<file path="config.mk">
export PLATFORM = sky130hd
export DESIGN_NAME = intt_sdf_stage
export DESIGN_NICKNAME = d
export VERILOG_FILES = /design/src/rtl/ntt_pkg.sv /design/src/rtl/intt_butterfly.sv /design/src/rtl/intt_sdf_stage.sv
export SDC_FILE = /design/constraint.sdc
export NUM_CORES = 1
export LEC_CHECK = 0
export CAP_MARGIN = 0
export CORE_MARGIN = 2
export CORE_UTILIZATION = 25
export DETAILED_ROUTE_END_ITERATION = 7
export SLEW_MARGIN = 20
export SYNTH_ARGS = -nofsm -noshare
export SYNTH_HDL_FRONTEND = slang
export SYNTH_SLANG_ARGS = --single-unit
</file>
<file path="constraint.sdc">
create_clock -name clk -period 16.7 [get_ports clk]
set_input_delay 5.01 -clock clk [delete_from_list [all_inputs] [get_ports clk]]
set_output_delay 5.01 -clock clk [all_outputs]
set_load 0.05 [all_outputs]
</file>
<file path="src/rtl/ntt_pkg.sv">
// Shared types and modular helpers for the q = 7681 NTT datapath.
package ntt_pkg;

  localparam int unsigned COEFF_W = 13;

  typedef logic [COEFF_W-1:0] coeff_t;

  localparam coeff_t MODULUS = 13'd7681;
  localparam coeff_t INV2    = 13'd3841;

  typedef enum logic [1:0] {
    IDLE  = 2'd0,
    RUN   = 2'd1,
    DRAIN = 2'd2
  } state_t;

  // (a + b) mod q with a single conditional subtract; a, b < q
  function automatic coeff_t mod_add(input coeff_t a, input coeff_t b, input coeff_t q);
    logic [COEFF_W:0] sum;
    sum = {1'b0, a} + {1'b0, b};
    if (sum >= {1'b0, q}) sum = sum - {1'b0, q};
    return COEFF_W'(sum);
  endfunction

  // (a - b) mod q, adding q back when the difference would go negative
  function automatic coeff_t mod_sub(input coeff_t a, input coeff_t b, input coeff_t q);
    logic [COEFF_W:0] diff;
    if (a < b) diff = {1'b0, a} + {1'b0, q} - {1'b0, b};
    else       diff = {1'b0, a} - {1'b0, b};
    return COEFF_W'(diff);
  endfunction

  // v * 2^-1 mod q: odd values borrow one q so the halving is exact
  function automatic coeff_t mod_half(input coeff_t v, input coeff_t q);
    logic [COEFF_W:0] t;
    t = {1'b0, v} + (v[0] ? {1'b0, q} : {(COEFF_W+1){1'b0}});
    return COEFF_W'(t >> 1);
  endfunction

endpackage

</file>
<file path="src/rtl/intt_butterfly.sv">
// Combinational inverse (Gentleman-Sande) butterfly: s = a+b, d = (a-b)*twiddle mod q.
module intt_butterfly
  import ntt_pkg::*;
#(
  parameter int unsigned MODULUS = 7681
) (
  input  coeff_t a,
  input  coeff_t b,
  input  coeff_t twiddle,
  output coeff_t s,
  output coeff_t d
);

  localparam int unsigned PROD_W = 2 * COEFF_W;
  localparam coeff_t      Q      = COEFF_W'(MODULUS);

  coeff_t              diff;
  logic [PROD_W-1:0]   prod;

  // Sum, difference and constant-modulus reduction of the twiddled difference
  always_comb begin
    s    = mod_add(a, b, Q);
    diff = mod_sub(a, b, Q);
    prod = PROD_W'(diff) * PROD_W'(twiddle);
    d    = COEFF_W'(prod % PROD_W'(MODULUS));
  end

endmodule

</file>
<file path="src/rtl/intt_sdf_stage.sv">
// One radix-2 SDF stage of the inverse NTT: delay FIFO, frame counter and
// IDLE/RUN/DRAIN control around a shared butterfly, with optional 2^-1 scaling.
module intt_sdf_stage
  import ntt_pkg::*;
#(
  parameter int unsigned             W             = 32,
  parameter int unsigned             MODULUS       = 7681,
  parameter int unsigned             FIFO_DEPTH    = 8,
  parameter logic [FIFO_DEPTH*W-1:0] TWIDDLE_ARRAY = {FIFO_DEPTH{W'(1)}},
  parameter bit                      SCALE_HALF    = 1'b1
) (
  input  logic         clk,
  input  logic         rst,
  input  logic         in_valid,
  output logic         in_ready,
  input  logic [W-1:0] incoming_data,
  output logic         out_valid,
  output logic [W-1:0] final_result
);

  localparam int unsigned      CNT_W     = $clog2(2 * FIFO_DEPTH);
  localparam int unsigned      FIFO_BITS = FIFO_DEPTH * COEFF_W;
  localparam coeff_t           Q         = COEFF_W'(MODULUS);
  localparam logic [CNT_W-1:0] CNT_D     = CNT_W'(FIFO_DEPTH);
  localparam logic [CNT_W-1:0] CNT_LAST  = CNT_W'(2 * FIFO_DEPTH - 1);

  state_t                 state, state_nxt;
  logic [CNT_W-1:0]       cnt, cnt_nxt;
  logic                   pending, pending_nxt;
  logic [FIFO_BITS-1:0]   fifo;
  coeff_t                 res_q;

  logic                   accept, phase_b, advance, emit;
  coeff_t                 x, head, tw, push_val, emit_val, out_val;
  coeff_t                 bf_s, bf_d;

  assign x            = COEFF_W'(incoming_data);
  assign head         = fifo[FIFO_BITS-1 -: COEFF_W];
  assign accept       = in_valid && in_ready;
  assign phase_b      = (cnt >= CNT_D);
  assign final_result = W'(res_q);

  // Twiddle for the current phase-B position (index cnt - D)
  always_comb begin
    tw = '0;
    for (int unsigned k = 0; k < FIFO_DEPTH; k++) begin
      if (cnt == CNT_W'(FIFO_DEPTH + k)) tw = COEFF_W'(TWIDDLE_ARRAY[k*W +: W]);
    end
  end

  intt_butterfly #(
    .MODULUS (MODULUS)
  ) u_bf (
    .a       (head),
    .b       (x),
    .twiddle (tw),
    .s       (bf_s),
    .d       (bf_d)
  );

  // Next-state, counter, FIFO advance and emission decode
  always_comb begin
    state_nxt   = state;
    cnt_nxt     = cnt;
    pending_nxt = pending;
    advance     = 1'b0;
    push_val    = '0;
    emit        = 1'b0;
    emit_val    = '0;

    case (state)
      IDLE, RUN: begin
        if (accept) begin
          advance   = 1'b1;
          state_nxt = RUN;
          if (phase_b) begin
            push_val = bf_d;
            emit     = 1'b1;
            emit_val = bf_s;
            if (cnt == CNT_LAST) begin
              cnt_nxt     = '0;
              pending_nxt = 1'b1;
            end else begin
              cnt_nxt = cnt + CNT_W'(1);
            end
          end else begin
            push_val = x;
            emit     = pending;
            emit_val = head;
            cnt_nxt  = cnt + CNT_W'(1);
          end
        end else if (state == RUN && cnt == '0 && pending) begin
          // Bubble at a frame boundary: start flushing the stored differences
          advance  = 1'b1;
          emit     = 1'b1;
          emit_val = head;
          if (FIFO_DEPTH == 1) begin
            state_nxt   = IDLE;
            pending_nxt = 1'b0;
          end else begin
            cnt_nxt   = CNT_W'(1);
            state_nxt = DRAIN;
          end
        end
      end
      DRAIN: begin
        if (cnt == CNT_D) begin
          cnt_nxt     = '0;
          pending_nxt = 1'b0;
          state_nxt   = IDLE;
        end else begin
          advance  = 1'b1;
          emit     = 1'b1;
          emit_val = head;
          cnt_nxt  = cnt + CNT_W'(1);
        end
      end
      default: state_nxt = IDLE;
    endcase

    out_val = SCALE_HALF ? mod_half(emit_val, Q) : emit_val;
  end

  // Control and output registers
  always_ff @(posedge clk or negedge rst) begin
    if (!rst) begin
      state     <= IDLE;
      cnt       <= '0;
      pending   <= 1'b0;
      in_ready  <= 1'b1;
      out_valid <= 1'b0;
      res_q     <= '0;
    end else begin
      state     <= state_nxt;
      cnt       <= cnt_nxt;
      pending   <= pending_nxt;
      in_ready  <= (state_nxt != DRAIN);
      out_valid <= emit;
      if (emit) res_q <= out_val;
    end
  end

  // Delay line: one push at the tail and one pop from the head per advance
  always_ff @(posedge clk) begin
    if (advance) fifo <= FIFO_BITS'({fifo, push_val});
  end

endmodule

</file>
==> impl_results.md, run 1 <==
* Crit path launch type: input port
* Crit-path max FO at 6
* CP Cell Sequence: clkdlybuf4s50_1, ha_1, inv_1, fa_1, or2_1, a211oi_1, a221oi_1, xnor2_1, nand4b_1, and2_2, a21oi_4, xnor2_1, o21ai_0, ha_1, and2_1, nand4_1, or4_1, nand3_1
* Worst Hold Class: flop to flop
* Hold_buf cts at 0
* Crit path max-delay family: simple AND/OR/NAND/NOR gates
* Top-area cell type share of the netlist area at between 30% and 40%
* FMAX at 101 MHz
* Synthesized area at 0.00811 sq mm
* Share of flip-flops with an asynchronous set or reset at 17.5%
* Syn-to-layout area delta at 15.6%
* Post-CTS Setup Inserts at 0
* CP endpoint kind: flop
* Met3 wire length at 1010 um
* Most frequent cells in the layout: 104 x edfxtp_1, 63 x nand2_1, 57 x nor2_1, 55 x ha_1, 52 x inv_1
* Ys flop type: edfxtp_1
* Most common cell after layout, fill and taps aside: edfxtp_1
* Clock Root Buffer: clkbuf_16
* Antenna violations before repair at 1
* Synth cell types at 98
* Largest net degree at the start of global routing at 73
* Vias in the first global route at 5604
* Design area at around 0.0094 sq mm
* DRT Wirelength at 18700 um
* DRT antenna net count at 0
* Synthesized area per cell at between 10 and 15 sq um
* Leading area contributor after synthesis: edfxtp_1
* Minimum clock period at 9890 ps
* Clock-pin transition on the worst setup and hold timing paths at 60 ps
* Vias per inst at a little under 5
* Pre-CTS setup slack at 6390 ps
* Register area at 0.00367 sq mm
* Remaining DRCs at 0
* CP bufs+invs at 2
* Clock buffer depth at 2
* Fin nets at 900
* Core area at 0.0317 sq mm
* Global-route wire length before repair at approximately 30000 um
* GP Congestion at 0.866
* FP Rows at 65
* Syn Inst Count at 764
* CTS buffer count at 17
* Initial DRC count at 435
* Unrepaired setup endpoints after global routing: no
* Warnings from Yosys at 0
* Initial Utilization at 25.6%
* Delay of the slowest critical-path stage at 640 ps
* Gr ovfl total at 0
* DR vias at approximately 5800
* H-tree levels at 4
* Antenna diodes at 0
* Boundary Pins at 69
* # setup viols final at 0
* Die X at 184 um
* Slowest cell on crit path: o21ai_0
* TritonCTS Sinks at between 100 and 150
* Final Util at between 20 and 30%
* TNS Setup at 0 ps
* Area occupied by multi-input gates at 0.00404 sq mm
* Gr usage total at between 10% and 20%
* Drt wl/cell at between 15 and 20 um
* Post-Route M1 WL at about 8900 um
* CTS resizes at 0
* Worst path required time at ~17000 ps
* PwrDens at 130 mW/mm^2
* Final worst slack at just under 7000 ps
* Final HPWL DP at 13800 um
* Die H at 184 um
* CTS tree: built
* Final Hold Vio Count at 0
* Routed wl met2 at 8530 um
* Setup CP Type: input port to flop
* Synth Register Bits at 126
* Seq/Total Area, Yosys at 45.3%
* Fin crit share at approximately 60%
* Worst Tran Pin Value at 900 ps
* Synth area leaders: edfxtp_1 39%, ha_1 8.5%, dfrtp_1 6.5%
* Number of synthesized flops with an enable pin at 104
* Port-buffer cells at 30
* Top Metal Used: met5
* Area after DPL at 0.00880 sq mm
* Leak at 3.58 nW
* Full die area at 0.0339 sq mm
* Final max-slew violation count at 0
* Skew-Pair Late Insertion Delay at 430 ps
* Max IR drop VDD at 0.0000791 V
* Fin Clk Skew at approximately 8 ps
* FILL cells at about 3300
* TritonRoute pass-1 iters at 5
* Final Hold Slack at 410 ps
* Arrival time at the worst endpoint at 10260 ps
* Status: completed
* Worst slew margin at 40.0%
* Layout cells sized above 1 at a little under a tenth
* Max cap viols at 0
through the flow:
step | cells | total power, mW
finish | 1215 | 1.22
CTS | 1215 | 1.23
detailed placement | 1183 | 0.854
global placement | 1182 | 0.845
floorplan | 782 | 0.754
global route | 1215 | 1.29
worst reg2reg max path, stage by stage (launching register included):
cell,delay (ps)
edfxtp_1,450
ha_1,210
inv_1,60
fa_1,390
or2_1,300
a211oi_1,260
a221oi_1,200
xnor2_1,420
nand4b_1,280
and2_2,290
a21oi_4,260
xnor2_1,90
o21ai_0,640
ha_1,320
and2_1,170
nand4_1,170
or4_1,510
nand3_1,90
registers in the layout, summed over array words and instances (netlist names):
name / flops
cnt: 4
out_valid: 1
fifo: 104
in_ready: 1
pending: 1
state: 2
res_q: 13
cell families (layout without fill, tap and decap cells):
logic type | count (synthesis) | after routing | synth area share, %
muxes | 10 | 10 | 1.28
buffers and inverters | 94 | 125 | 5.96
DFF | 126 | 126 | 45.3
other | 1 | 19 | 0.0462
AOI/OAI and AO/OA | 190 | 190 | 16.5
and+or+nand+nor | 225 | 225 | 14.2
xor gates and xnor gates | 53 | 53 | 5.72
adders and majority gates | 65 | 65 | 11.0
report_power, final:
part           switching, mW  total (mW)  internal (mW)
Combinational          0.272       0.419          0.147
Clock                  0.150       0.371          0.221
Sequential            0.0269       0.433          0.406
Total                  0.449        1.22          0.774
final cells by class:
class | count | share of cell area, %
Timing Repair Buffer | 37 | 3.92
Multi-Input combinational cell | 562 | 43.0
Inverter | 56 | 2.24
Clock inverter | 15 | 1.69
Sequential cell | 126 | 39.2
Clock buffer | 17 | 4.54
Tap cell | 402 | 5.36
cell usage after synthesis, types with 7 or more instances:
cell type  instances
clkbuf_1           9
o31ai_1           12
inv_1             52
buf_4             19
nand2_1           63
or3_1              7
dfrtp_1           21
fa_1              10
ha_1              55
xor2_1            14
nand3_1           20
nor2b_1            9
mux2i_1            7
edfxtp_1         104
a21oi_1           39
nand2b_1           7
xnor2_1           39
o21a_1            10
o21ai_0           42
nor3_1            10
nor2_1            57
a31oi_1            8
layer usage:
layer,global-route usage [%],vias up
li1,-,2815
met4,4.90,2
met2,17.8,166
met5,0,-
met3,3.06,27
met1,15.0,2826
final timing paths:
check,startpoint,end,slack [ps],cells after the start
min in group asynchronous,rst,cnt[3],4530,1
worst min register to register,fifo[51],fifo[64],410,0
max in group asynchronous,rst,in_ready,11820,1
worst max-delay path,incoming_data[0],res_q[10],6810,18
worst min-delay path,fifo[51],fifo[64],410,0
worst max register to register,fifo[91],res_q[10],11520,17
(Power assumes the default switching activity.)
==> run 2, diff against run 1 <==
==> constraint.sdc (replaced) <==
create_clock -name clk -period 9.6 [get_ports clk]
set_input_delay 2.88 -clock clk [delete_from_list [all_inputs] [get_ports clk]]
set_output_delay 2.88 -clock clk [all_outputs]
set_load 0.05 [all_outputs]
==> run 2 against run 1 <==
Net effect:
- utilization is essentially flat
- design area barely moved
- setup slack lost 5000 ps
- highest routed layer unchanged
==> impl_results.md, run 2 (same netlist as run 1, synthesis figures left out) <==
* Largest net degree at the start of global routing at 73
* Most flop-heavy register: fifo
* Final max-slew violation count at 0
* Leak at 3.57 nW
* Fin Clk Skew at roughly 14 ps
* DR vias at 5738
* CP endpoint kind: flop
* Final Hold Vio Count at 0
* Die H at about 180 um
* Clock buffer depth at 2
* CTS resizes at 0
* DRT antenna net count at 0
* Top Metal Used: met5
* Syn-to-layout area delta at 15.5%
* GP Congestion at 0.872
* Final non-filler cell total at between 1000 and 1500
* Most common cell after layout, fill and taps aside: edfxtp_1
* Vias in the first global route at between 5000 and 6000
* Minimum clock period at 7780 ps
* Max cap viols at 0
* Port-buffer cells at 30
* TritonCTS Sinks at 126
* CP Cell Sequence: clkdlybuf4s50_1, inv_1, fa_1, xnor2_1, nand3_1, mux2_2, a311oi_1, nand4b_1, and2_2, a21oi_4, xnor2_1, o21ai_0, ha_1, a21oi_1, o21bai_1, a31oi_1, xor2_1, o21ai_1
* Gr usage total at between 10 and 15%
* Clock Root Buffer: clkbuf_16
* Skew-Pair Late Insertion Delay at about 430 ps
* Pwr Total at 2.11 mW
* Fin nets at 900
* Unrepaired setup endpoints after global routing: no
* Crit path launch type: input port
* Final HPWL DP at 13500 um
* FMAX at 128 MHz
* CTS buffer count at 17
* Slowest cell on crit path: o21ai_0
* Crit-path max FO at 7
* Final Util at 29.5%
* Setup CP Type: input port to flop
* Initial Utilization at ~26%
* Arrival time at the worst endpoint at 8090 ps
* Post-CTS Setup Inserts at 0
* Full die area at 0.0339 sq mm
* Die X at 184 um
* Fin crit share at 81.1%
* Most frequent cell on the critical path: xnor2_1
* Routed wl met2 at 8090 um
* Worst slew margin at about two fifths
* Initial DRC count at 471
* PwrDens at about 220 mW/mm^2
* Boundary Pins at 69
* Placed Cells at 1183
* FP Rows at 65
* Hold_buf cts at 0
* Global-route wire length before repair at 29200 um
* # setup viols final at 0
* Pre-CTS setup slack at ~1400 ps
* Worst Tran Pin Value at roughly 900 ps
* Number of flip-flops in the largest register at around 100
* CTS tree: built
* H-tree levels at 4
* Clock-pin transition on the worst setup and hold timing paths at around 60 ps
* Met3 wire length at 760 um
* Core area at 0.0317 sq mm
* TritonRoute pass-1 iters at 5
* Antenna violations before repair at 1
* Layout cells sized above 1 at 9.72%
* Vias per inst at 4.72
* Final worst slack at ~1800 ps
* Most frequent cells in the layout: 104 x edfxtp_1, 63 x nand2_1, 57 x nor2_1, 55 x ha_1, 52 x inv_1
* Drt wl/cell at between 10 and 15 um
* Max IR drop VDD at 0.000122 V
* Delay of the slowest critical-path stage at roughly 600 ps
* Gr ovfl total at 0
* Worst Hold Class: flop to flop
* Remaining DRCs at 0
* Status: completed
* DRT Wirelength at 18000 um
* TNS Setup at 0 ps
* Post-Route M1 WL at about 9000 um
* Worst path required time at 9910 ps
* Biggest regs: fifo x104, res_q x13, cnt x4
* Antenna diodes at 0
==> run 2: area by class of cell <==
class,instances,area (sq um)
multi-input cells,562,4040
clock inverters,15,150
inverters,56,210
clock buffers,17,425
repair buffers,37,368
fillers,3237,22400
flip-flops and latches,126,3670
well taps,402,503
==> run 2: power by group <==
group          internal [mW]  leakage (nW)  switching (mW)  total [mW]
Clock                  0.364         0.276           0.266       0.630
Combinational          0.255          1.99           0.470       0.726
Sequential             0.706          1.30          0.0457       0.751
==> run 2: worst max-delay path, delay by kind of cell <==
kind                     cells  cell delay (ps)
AO/OA/AOI/OAI                7             1760
adder cells (fa/ha/maj)      2              890
XOR/XNOR                     3              800
buffers and inverters        2              760
AND/OR/NAND/NOR              3              650
multiplexers                 1              340
==> run 2: routing by layer <==
metal | vias to the layer above | GRT usage (%)
met4 | 2 | 5.18
li1 | 2815 | -
met3 | 32 | 2.67
met5 | - | 0
met1 | 2769 | 15.1
met2 | 120 | 17.0
==> run 2: worst paths after layout <==
| check | end | startpoint | slack, ps | cells after the start |
|---|---|---|---|---|
| max | res_q[11] | incoming_data[1] | 1820 | 18 |
| min | fifo[102] | fifo[89] | 410 | 0 |
| max reg2reg | res_q[11] | fifo[92] | 4400 | 17 |
| min reg2reg | fifo[102] | fifo[89] | 410 | 0 |
| max in group asynchronous | in_ready | rst | 6830 | 1 |
| min in group asynchronous | cnt[3] | rst | 2410 | 1 |
==> run 2: through the flow <==
| stage | hold WS, ps | cell area (sq um) |
|---|---|---|
| floorplan | 400 | 8180 |
| global placement | 401 | 8770 |
| detailed placement | 405 | 8800 |
| CTS | 412 | 9370 |
| global route | 417 | 9370 |
| finish | 411 | 9370 |
